**src/rtl/bcd_countdown_timer_pkg.sv**
```systemverilog
// bcd_countdown_timer_pkg: shared state encoding, digit-count derivation and BCD constants.
//   state_t   : FSM state encoding driven onto the timer's 3-bit state port
//   BCD_MAX   : wrap value for seconds and minute digits
//   TENS_WRAP : wrap value for the tens-of-seconds digit
//   ndig()    : total digit count (secs + tens_secs + minute digits)
package bcd_countdown_timer_pkg;

    typedef enum logic [2:0] {
        ST_IDLE  = 3'd0,
        ST_SET   = 3'd1,
        ST_RUN   = 3'd2,
        ST_PAUSE = 3'd3,
        ST_DONE  = 3'd4
    } state_t;

    localparam logic [3:0] BCD_MAX   = 4'd9;
    localparam logic [3:0] TENS_WRAP = 4'd5;

    function automatic int ndig(input int min_digits);
        return min_digits + 2;
    endfunction

endpackage

```
**src/rtl/bcd_countdown_timer_digit.sv**
```systemverilog
// bcd_digit_down: one BCD digit register with shift-load and borrow-chained decrement.
//   CLK        : clock
//   zero       : synchronous force to 0 (highest priority)
//   load       : take load_val (keypad shift-in)
//   load_val   : value to load
//   borrow_in  : decrement request from the digit below (or the tick for secs)
//   value      : current digit
//   borrow_out : this digit wraps, so the digit above must decrement
//   is_zero    : digit currently reads 0
module bcd_digit_down #(
    parameter logic [3:0] WRAP = 4'd9
) (
    input  logic       CLK,
    input  logic       zero,
    input  logic       load,
    input  logic [3:0] load_val,
    input  logic       borrow_in,
    output logic [3:0] value,
    output logic       borrow_out,
    output logic       is_zero
);

    assign is_zero    = value == 4'd0;
    assign borrow_out = borrow_in && is_zero;

    always_ff @(posedge CLK) begin
        if (zero)
            value <= 4'd0;
        else if (load)
            value <= load_val;
        else if (borrow_in)
            value <= is_zero ? WRAP : value - 4'd1;
    end

endmodule

```
**src/rtl/bcd_countdown_timer.sv**
```systemverilog
// bcd_countdown_timer: keypad-loaded BCD countdown timer (microwave style) with run/pause/cancel FSM.
//   CLK         : clock, all state on rising edge
//   clear       : synchronous active-high reset
//   tick        : 1 Hz one-cycle strobe (enable, not a clock)
//   digit       : keypad BCD digit, qualified by digit_valid
//   start/pause/cancel : one-cycle control strobes
//   time_bcd    : [3:0] secs, [7:4] tens_secs, upper nibbles minutes (LS first)
//   state       : FSM state encoding
//   running     : registered, high only in RUN
//   timer_done  : registered, high only in DONE
//   done_pulse  : registered, high on the first DONE cycle
module bcd_countdown_timer
    import bcd_countdown_timer_pkg::*;
#(
    parameter  int MIN_DIGITS = 1,
    localparam int NDIG       = ndig(MIN_DIGITS)
) (
    input  logic            CLK,
    input  logic            clear,
    input  logic            tick,
    input  logic [3:0]      digit,
    input  logic            digit_valid,
    input  logic            start,
    input  logic            pause,
    input  logic            cancel,
    output logic [4*NDIG-1:0] time_bcd,
    output logic [2:0]      state,
    output logic            running,
    output logic            timer_done,
    output logic            done_pulse
);

    localparam int TW = 4 * NDIG;

    state_t          cur;
    state_t          nxt;
    logic [NDIG:0]   borrow;
    logic [NDIG-1:0] is_zero;
    logic            all_zero;
    logic            time_one;
    logic            underflow;
    logic            dv_ok;
    logic            start_ok;
    logic            shift_en;
    logic            dec_en;
    logic            zero_all;

    assign state     = cur;
    assign all_zero  = &is_zero;
    assign time_one  = time_bcd == TW'(1);
    assign underflow = borrow[NDIG];
    assign dv_ok     = digit_valid && digit <= BCD_MAX;
    // pause outranks start even where pause itself has no effect
    assign start_ok  = start && !pause && !all_zero;
    assign dec_en    = cur == ST_RUN && tick && !pause && !cancel;
    assign shift_en  = dv_ok && !cancel && (cur == ST_IDLE || cur == ST_DONE || (cur == ST_SET && !start_ok));
    // RUN never holds zero, so underflow is only a safety net that lands in a clean DONE
    assign zero_all  = clear || cancel || underflow;
    assign borrow[0] = dec_en;

    for (genvar i = 0; i < NDIG; i++) begin : g_dig
        logic [3:0] src;
        if (i == 0) begin : g_lsd
            assign src = digit;
        end else begin : g_upper
            assign src = time_bcd[4*(i-1) +: 4];
        end
        bcd_digit_down #(
            .WRAP(i == 1 ? TENS_WRAP : BCD_MAX)
        ) u_dig (
            .CLK       (CLK),
            .zero      (zero_all),
            .load      (shift_en),
            .load_val  (src),
            .borrow_in (borrow[i]),
            .value     (time_bcd[4*i +: 4]),
            .borrow_out(borrow[i+1]),
            .is_zero   (is_zero[i])
        );
    end

    always_comb begin
        nxt = cur;
        if (cancel)
            nxt = ST_IDLE;
        else
            case (cur)
                ST_IDLE, ST_DONE: nxt = dv_ok ? ST_SET : cur;
                ST_SET:           nxt = start_ok ? ST_RUN : cur;
                ST_RUN:           nxt = pause ? ST_PAUSE : (dec_en && (time_one || underflow)) ? ST_DONE : cur;
                ST_PAUSE:         nxt = start_ok ? ST_RUN : cur;
                default:          nxt = ST_IDLE;
            endcase
    end

    always_ff @(posedge CLK) begin
        if (clear) begin
            cur        <= ST_IDLE;
            running    <= 1'b0;
            timer_done <= 1'b0;
            done_pulse <= 1'b0;
        end else begin
            cur        <= nxt;
            running    <= nxt == ST_RUN;
            timer_done <= nxt == ST_DONE;
            done_pulse <= nxt == ST_DONE && cur != ST_DONE;
        end
    end

endmodule

```
**config.mk**
```make
export PLATFORM = sky130hd
export DESIGN_NAME = bcd_countdown_timer
export DESIGN_NICKNAME = d
export VERILOG_FILES = /design/src/rtl/bcd_countdown_timer_pkg.sv /design/src/rtl/bcd_countdown_timer_digit.sv /design/src/rtl/bcd_countdown_timer.sv
export SDC_FILE = /design/constraint.sdc
export NUM_CORES = 1
export LEC_CHECK = 0
export BUFFER_PORTS_ARGS = -buffer_cell sky130_fd_sc_hd__buf_2
export CAP_MARGIN = 20
export CORE_UTILIZATION = 29
export CTS_CLUSTER_SIZE = 28
export DETAILED_ROUTE_END_ITERATION = 8
export GPL_TIMING_DRIVEN = 0
export SYNTH_ARGS = -nofsm -noshare
export SYNTH_HDL_FRONTEND = slang
export SYNTH_SLANG_ARGS = --single-unit
```
**constraint.sdc**
```tcl
create_clock -name CLK -period 2.45 [get_ports CLK]
set_input_delay 0.49 -clock CLK [delete_from_list [all_inputs] [get_ports CLK]]
set_output_delay 0.49 -clock CLK [all_outputs]
set_load 0.02 [all_outputs]
```
==> metrics.txt, run 1 <==
Max IR drop VDD=0.000244 V; Reg clk slew, reported paths=0.10 ns; hold crit path type=in -> reg; placed wire-length estimate=2120 um; Worst Hold Launch=digit[3]; DRC errors left=0; port bufs=28; IO Pins=29; area delta synth->final=22.9%; TritonCTS clock tree=yes; min Tclk post-route=2.07 ns; Post-Place Cell Area=0.00122 mm^2; crit path max-delay cell type=dfxtp_1; GRT overflow=0; drt initial violations=78; setup ws final=0.380 ns; Max Slew Vio Count=0; worst endpoint data arrival time=2.28 ns; # clock sinks=18; Worst-Margin Slew=0.487 ns; Placed Cells=194; worst path required time=2.66 ns; Startpoint Class=flop; R2R Path End=g_dig[1].u_dig.value[1]$_SDFFE_PP0P_; Post-synth top flop=dfxtp_1; Hold Vio Cnt, Final=0; die area=0.00376 mm^2; dpl ws=0.195 ns; Layout Cells excl Fill=198; ys async rst share=0%; total power=564 uW; Cells after Synth=120; endpoints failing setup=0; Routed wire per std cell=14.3 um; period utilisation layout=84.5%; cell with the most instances after synthesis=dfxtp_1; max cap viols=0; first-pass GRT wire length=4590 um; Die W=61.3 um; clock skew=0.00451 ns; Synth top cells by count=18 x dfxtp_1, 12 x nor2_1, 10 x a21oi_1; layout cells sized above 1=28.3%; syn avg cell area=8.51 um^2; routed vias/inst=5.27; die height=61.3 um; post-CTS sizing=0; Post-CTS Setup Bufs=0; final antenna-violating net count=0; setup_tns=0 ns; Syn Nets=131; drt pass-1 iters=4; Core Area=0.00336 mm^2; global-route usage over all layers=16.8%; post-synth cell types=34; crit path cell chain=nor4b_4 -> nand2_1 -> or4_1 -> mux2i_1 -> a211oi_1; hold buffers post-CTS=0; critical path class=reg -> reg; Yosys top cell area share=35.3%; initial antenna violation count=0; RSZ-0062 raised after global routing=no; outcome=completed; final wirelength=2830 um; clock tree buffer depth=2; CTS root buffer=clkbuf_4; Static Leak=0.510 nW; largest net degree at the start of global routing=11; synthesis warning total=0; Hold EP=g_dig[0].u_dig.value[3]$_SDFFE_PP0P_; Cell Rows=21; Num CTS Buffers=3; nature of the critical path endpoint=flop; Area contributors post-synth=dfxtp_1 35%, a211oi_1 5.9%, a21oi_1 4.9%; vias in the first global route=977; Skew-Pair Late Insertion Delay=0.29 ns; worst reg2reg path depth=5; CP Max Fanout=7; gpl congestion=0.828; leading area contributor after synthesis=dfxtp_1; DR vias=1043; WHS Path Cells=3; Post-synth EDFFs=0; Synth Cell Area=0.00102 mm^2; H-tree lvl count=1; Initial Utilization=30.4%; setup slack, reg-to-reg=0.38 ns; Synth Register Bits=18; RR Startpoint=state[1]$_SDFF_PP0_; Worst slew margin=67.5%; sequential element share of the synthesized area=35.3%; Pwr Density=449 mW/mm^2; Max Fclk=483 MHz; nets=164; CP peak stage delay=0.47 ns; design area=0.00125 mm^2; antenna cells=0
registers in the layout, summed over array words and instances (netlist names):
signal,cells
running,1
done_pulse,1
g_dig.u_dig.value,12
state,3
timer_done,1
cell families after synthesis:
family	after synthesis	share of synthesized area, %
AOI/OAI and AO/OA	35	21.6
buffers and inverters	4	1.72
muxes	2	1.96
and+or+nand+nor	55	34.3
DFF	18	35.3
xor gates and xnor gates	6	5.15
layout by cell type, fill, tap and decap left out, drive strengths merged:
cell / count
a211oi: 8
a21oi: 10
a22o: 1
a22oi: 1
a31oi: 2
and4: 1
buf: 30
clkbuf: 5
dfxtp: 18
inv: 1
mux2i: 2
nand2: 8
nand3: 7
nand3b: 4
nand4: 1
nor2: 12
nor2b: 3
nor3: 9
nor3b: 2
nor4: 3
nor4b: 2
o211ai: 2
o21a: 1
o21ai: 8
o31a: 1
o31ai: 1
or2: 1
or3: 1
or4: 1
xnor2: 3
xor2: 3
worst max path at each step:
stage                        start                                   end  slack (ns)  cells past startpoint
2_1_floorplan  state[1]$_SDFF_PP0_  g_dig[1].u_dig.value[1]$_SDFFE_PP0P_        0.59                      5
3_3_place_gp                cancel  g_dig[1].u_dig.value[1]$_SDFFE_PP0P_        0.26                      6
3_5_place_dp                cancel  g_dig[1].u_dig.value[1]$_SDFFE_PP0P_        0.19                      6
4_1_cts        state[1]$_SDFF_PP0_  g_dig[1].u_dig.value[1]$_SDFFE_PP0P_        0.38                      5
5_1_grt        state[1]$_SDFF_PP0_  g_dig[1].u_dig.value[1]$_SDFFE_PP0P_        0.16                      5
6_report       state[1]$_SDFF_PP0_  g_dig[1].u_dig.value[1]$_SDFFE_PP0P_        0.38                      5
routing by layer:
layer / part of all wire (%) / GRT usage, %
met3: 5.7 / 5.67
met1: 46 / 20.4
met4: 0.67 / 4.44
met5: 0 / 0
met2: 48 / 28.4
critical path, delay by kind of cell (launching register included):
kind               cells  cell delay [ns]
muxes                  1             0.14
and+or+nand+nor        3             1.12
AOI/OAI and AO/OA      1             0.25
DFF                    1             0.47
area by class of cell:
type | instances | area [um^2]
fillers | 376 | 2110
clock buffers | 4 | 36.3
inverters | 1 | 3.75
multi-input cells | 98 | 643
well taps | 46 | 57.6
plain buffers | 3 | 13.8
repair buffers | 28 | 140
flip-flops and latches | 18 | 360
where the power goes:
group          leakage, nW  internal [mW]  switching (mW)
sequential           0.146          0.297         0.00976
clock               0.0210         0.0906          0.0930
combinational        0.344         0.0285          0.0446
total                0.510          0.416           0.147
per-stage QoR:
stage | hold slack (ns) | utilization [%]
5_1_grt | 0.448 | 37.3
2_1_floorplan | 0.607 | -
4_1_cts | 0.442 | 37.3
6_report | 0.447 | 37.3
3_3_place_gp | 0.552 | 36.2
3_5_place_dp | 0.565 | 36.2
Power figures use the tool's default switching activity.
==> run 2: changes to the inputs <==
--- a/config.mk
+++ b/config.mk
@@ -5,6 +5,7 @@
 export SDC_FILE = /design/constraint.sdc
 export NUM_CORES = 1
 export LEC_CHECK = 0
+export ABC_AREA = 1
 export BUFFER_PORTS_ARGS = -buffer_cell sky130_fd_sc_hd__buf_2
 export CAP_MARGIN = 20
 export CORE_UTILIZATION = 29
==> constraint.sdc (replaced) <==
create_clock -name CLK -period 2.02 [get_ports CLK]
set_input_delay 0.404 -clock CLK [delete_from_list [all_inputs] [get_ports CLK]]
set_output_delay 0.404 -clock CLK [all_outputs]
set_load 0.02 [all_outputs]
==> run 2 against run 1 <==
  * Final area increased by 14%
  * Utilization increased by 0.24 points
  * Clock power increased by 40%
  * Synthesized cell count increased by 42%
  * Flip-flop and latch count unchanged
  * Clock skew decreased by 0.00091 ns
  * Total power increased by 33%
  * Global-route usage decreased by 3.3 points
  * Sequential share of layout area decreased by 3.5 points
  * Critical endpoint is now g_dig[0].u_dig.value[0]$_SDFFE_PP0P_
==> metrics.txt, run 2 <==
DRC errors left=0; CP Max Fanout=7; endpoints failing setup=0; DR vias=1135; R2R Path End=g_dig[0].u_dig.value[0]$_SDFFE_PP0P_; worst endpoint data arrival time=1.79 ns; drt pass-1 iters=4; H-tree lvl count=1; final core area utilization=37.5%; worst path required time=2.17 ns; Post-synth EDFFs=0; routed vias/inst=4.56; GRT overflow=0; hold buffers post-CTS=0; final antenna-violating net count=0; period utilisation layout=81.2%; largest net degree at the start of global routing=11; Area contributors post-synth=dfxtp_1 30%, nand2_1 8.6%, nand3_1 7.6%; Largest register FFs=12; TritonCTS clock tree=yes; Reg clk slew, reported paths=0.07 ns; min Tclk post-route=1.64 ns; nets=214; critical path class=reg -> reg; Post-synth top flop=dfxtp_1; first-pass GRT wire length=4540 um; Static Leak=0.710 nW; worst reg2reg path depth=9; drt initial violations=55; die height=65.9 um; cell with the most instances after synthesis=nand2_1; Initial Utilization=31.2%; area delta synth->final=20.4%; global-route usage over all layers=13.5%; setup ws final=0.380 ns; port bufs=28; nature of the critical path endpoint=flop; Cells after Synth=170; post-CTS sizing=0; outcome=completed; commonest non-fill, non-tap cell in the layout=buf_2; CTS root buffer=clkbuf_8; Synth Register Bits=18; ys async rst share=0%; Synth Cell Area=0.00118 mm^2; FILL cells=427; Num CTS Buffers=3; Cell Rows=22; synthesis warning total=0; commonest cells after routing, fill and taps aside=28 x buf_2, 27 x nand2_1, 22 x nor2_1; layout cells sized above 1=31.8%; Synth top cells by count=27 x nand2_1, 22 x nor2_1, 21 x inv_1; setup_tns=0 ns; Max IR drop VDD=0.000191 V; post-synth cell types=25; Core Area=0.00380 mm^2; setup slack, reg-to-reg=0.38 ns; dpl ws=0.227 ns; largest reg by FF count=g_dig.u_dig.value; Routed wire per std cell=10.8 um; sequential element share of the synthesized area=30.4%; vias in the first global route=1006; placed wire-length estimate=2060 um; final wirelength=2680 um; WHS Path Cells=2; Max Fclk=610 MHz; IO Pins=29; syn avg cell area=6.97 um^2; antenna cells=0; Hold Vio Cnt, Final=0; max cap viols=0; Skew-Pair Late Insertion Delay=0.25 ns; hold crit path type=in -> reg; Hold EP=running$_SDFF_PP0_; clock skew=0.00361 ns; hold_ws=0.386 ns; Yosys top cell area share=30.4%; # clock sinks=18; Worst-Margin Slew=0.312 ns; Worst slew margin=79.2%; gpl congestion=0.835; RR Startpoint=state[1]$_SDFF_PP0_; clock tree buffer depth=2; leading area contributor after synthesis=dfxtp_1; Pwr Density=525 mW/mm^2; die area=0.00435 mm^2; Worst Hold Launch=clear; total power=749 uW; Startpoint Class=flop; Die W=65.9 um; RSZ-0062 raised after global routing=no; Max Slew Vio Count=0; initial antenna violation count=0; Post-CTS Setup Bufs=0; Syn Nets=181
[run 2: report_power, final]
group	switching, mW	leakage [nW]	internal [mW]	total (mW)
Clock	0.124	0.0216	0.133	0.257
Sequential	0.00797	0.145	0.360	0.368
Combinational	0.0780	0.543	0.0464	0.124
Total	0.210	0.710	0.539	0.749
[run 2: logic make-up (layout without fill, tap and decap cells)]
family	after synthesis	after routing	synth area share [%]
simple gates	96	96	43.4
compound gates	26	26	13.7
buf+inv	26	57	9.50
flops	18	18	30.4
xor+xnor	4	4	2.96
[run 2: stage by stage]
step	instances	area, um^2
4_1_cts	249	1430
2_1_floorplan	170	1180
3_5_place_dp	246	1390
5_1_grt	249	1430
6_report	249	1430
3_3_place_gp	246	1390
[run 2: area by class of cell]
cell class                 count  area, um^2  share of cell area [%]
buffer                         2        22.5                    1.58
clock buffer                   3        41.3                    2.89
multi-input combinational    126         712                    49.9
sequential                    18         360                    25.3
timing repair buffer          28         140                    9.82
tap                           48        60.1                    4.21
inverter                      24        90.1                    6.32
[run 2: worst max-delay path by stage]
| stage | startpoint | endpoint | slack [ns] | depth (start not counted) |
|---|---|---|---|---|
| 4_1_cts | g_dig[1].u_dig.value[1]$_SDFFE_PP0P_ | g_dig[1].u_dig.value[2]$_SDFFE_PP0P_ | 0.38 | 13 |
| 2_1_floorplan | g_dig[1].u_dig.value[0]$_SDFFE_PP0P_ | g_dig[0].u_dig.value[2]$_SDFFE_PP0P_ | 0.47 | 13 |
| 5_1_grt | state[1]$_SDFF_PP0_ | g_dig[2].u_dig.value[0]$_SDFFE_PP0P_ | 0.15 | 9 |
| 3_3_place_gp | cancel | g_dig[2].u_dig.value[0]$_SDFFE_PP0P_ | 0.21 | 11 |
| 3_5_place_dp | cancel | g_dig[2].u_dig.value[0]$_SDFFE_PP0P_ | 0.23 | 11 |
| 6_report | state[1]$_SDFF_PP0_ | g_dig[0].u_dig.value[0]$_SDFFE_PP0P_ | 0.38 | 9 |
[run 2: critical path, stage by stage (launching register included)]
cell,delay (ns)
dfxtp_1,0.42
nand3_1,0.14
nor2_2,0.26
nand2_2,0.15
inv_2,0.09
nand2_1,0.06
nand2_2,0.15
inv_2,0.11
o21ai_1,0.09
a21oi_1,0.05
[run 2: routing by layer]
metal	track usage, %	wire, um	up-vias
met5	0	0	-
met4	4.08	27	0
met3	2.59	116	2
met2	20.9	1160	23
met1	18.6	1380	503
li1	-	-	607
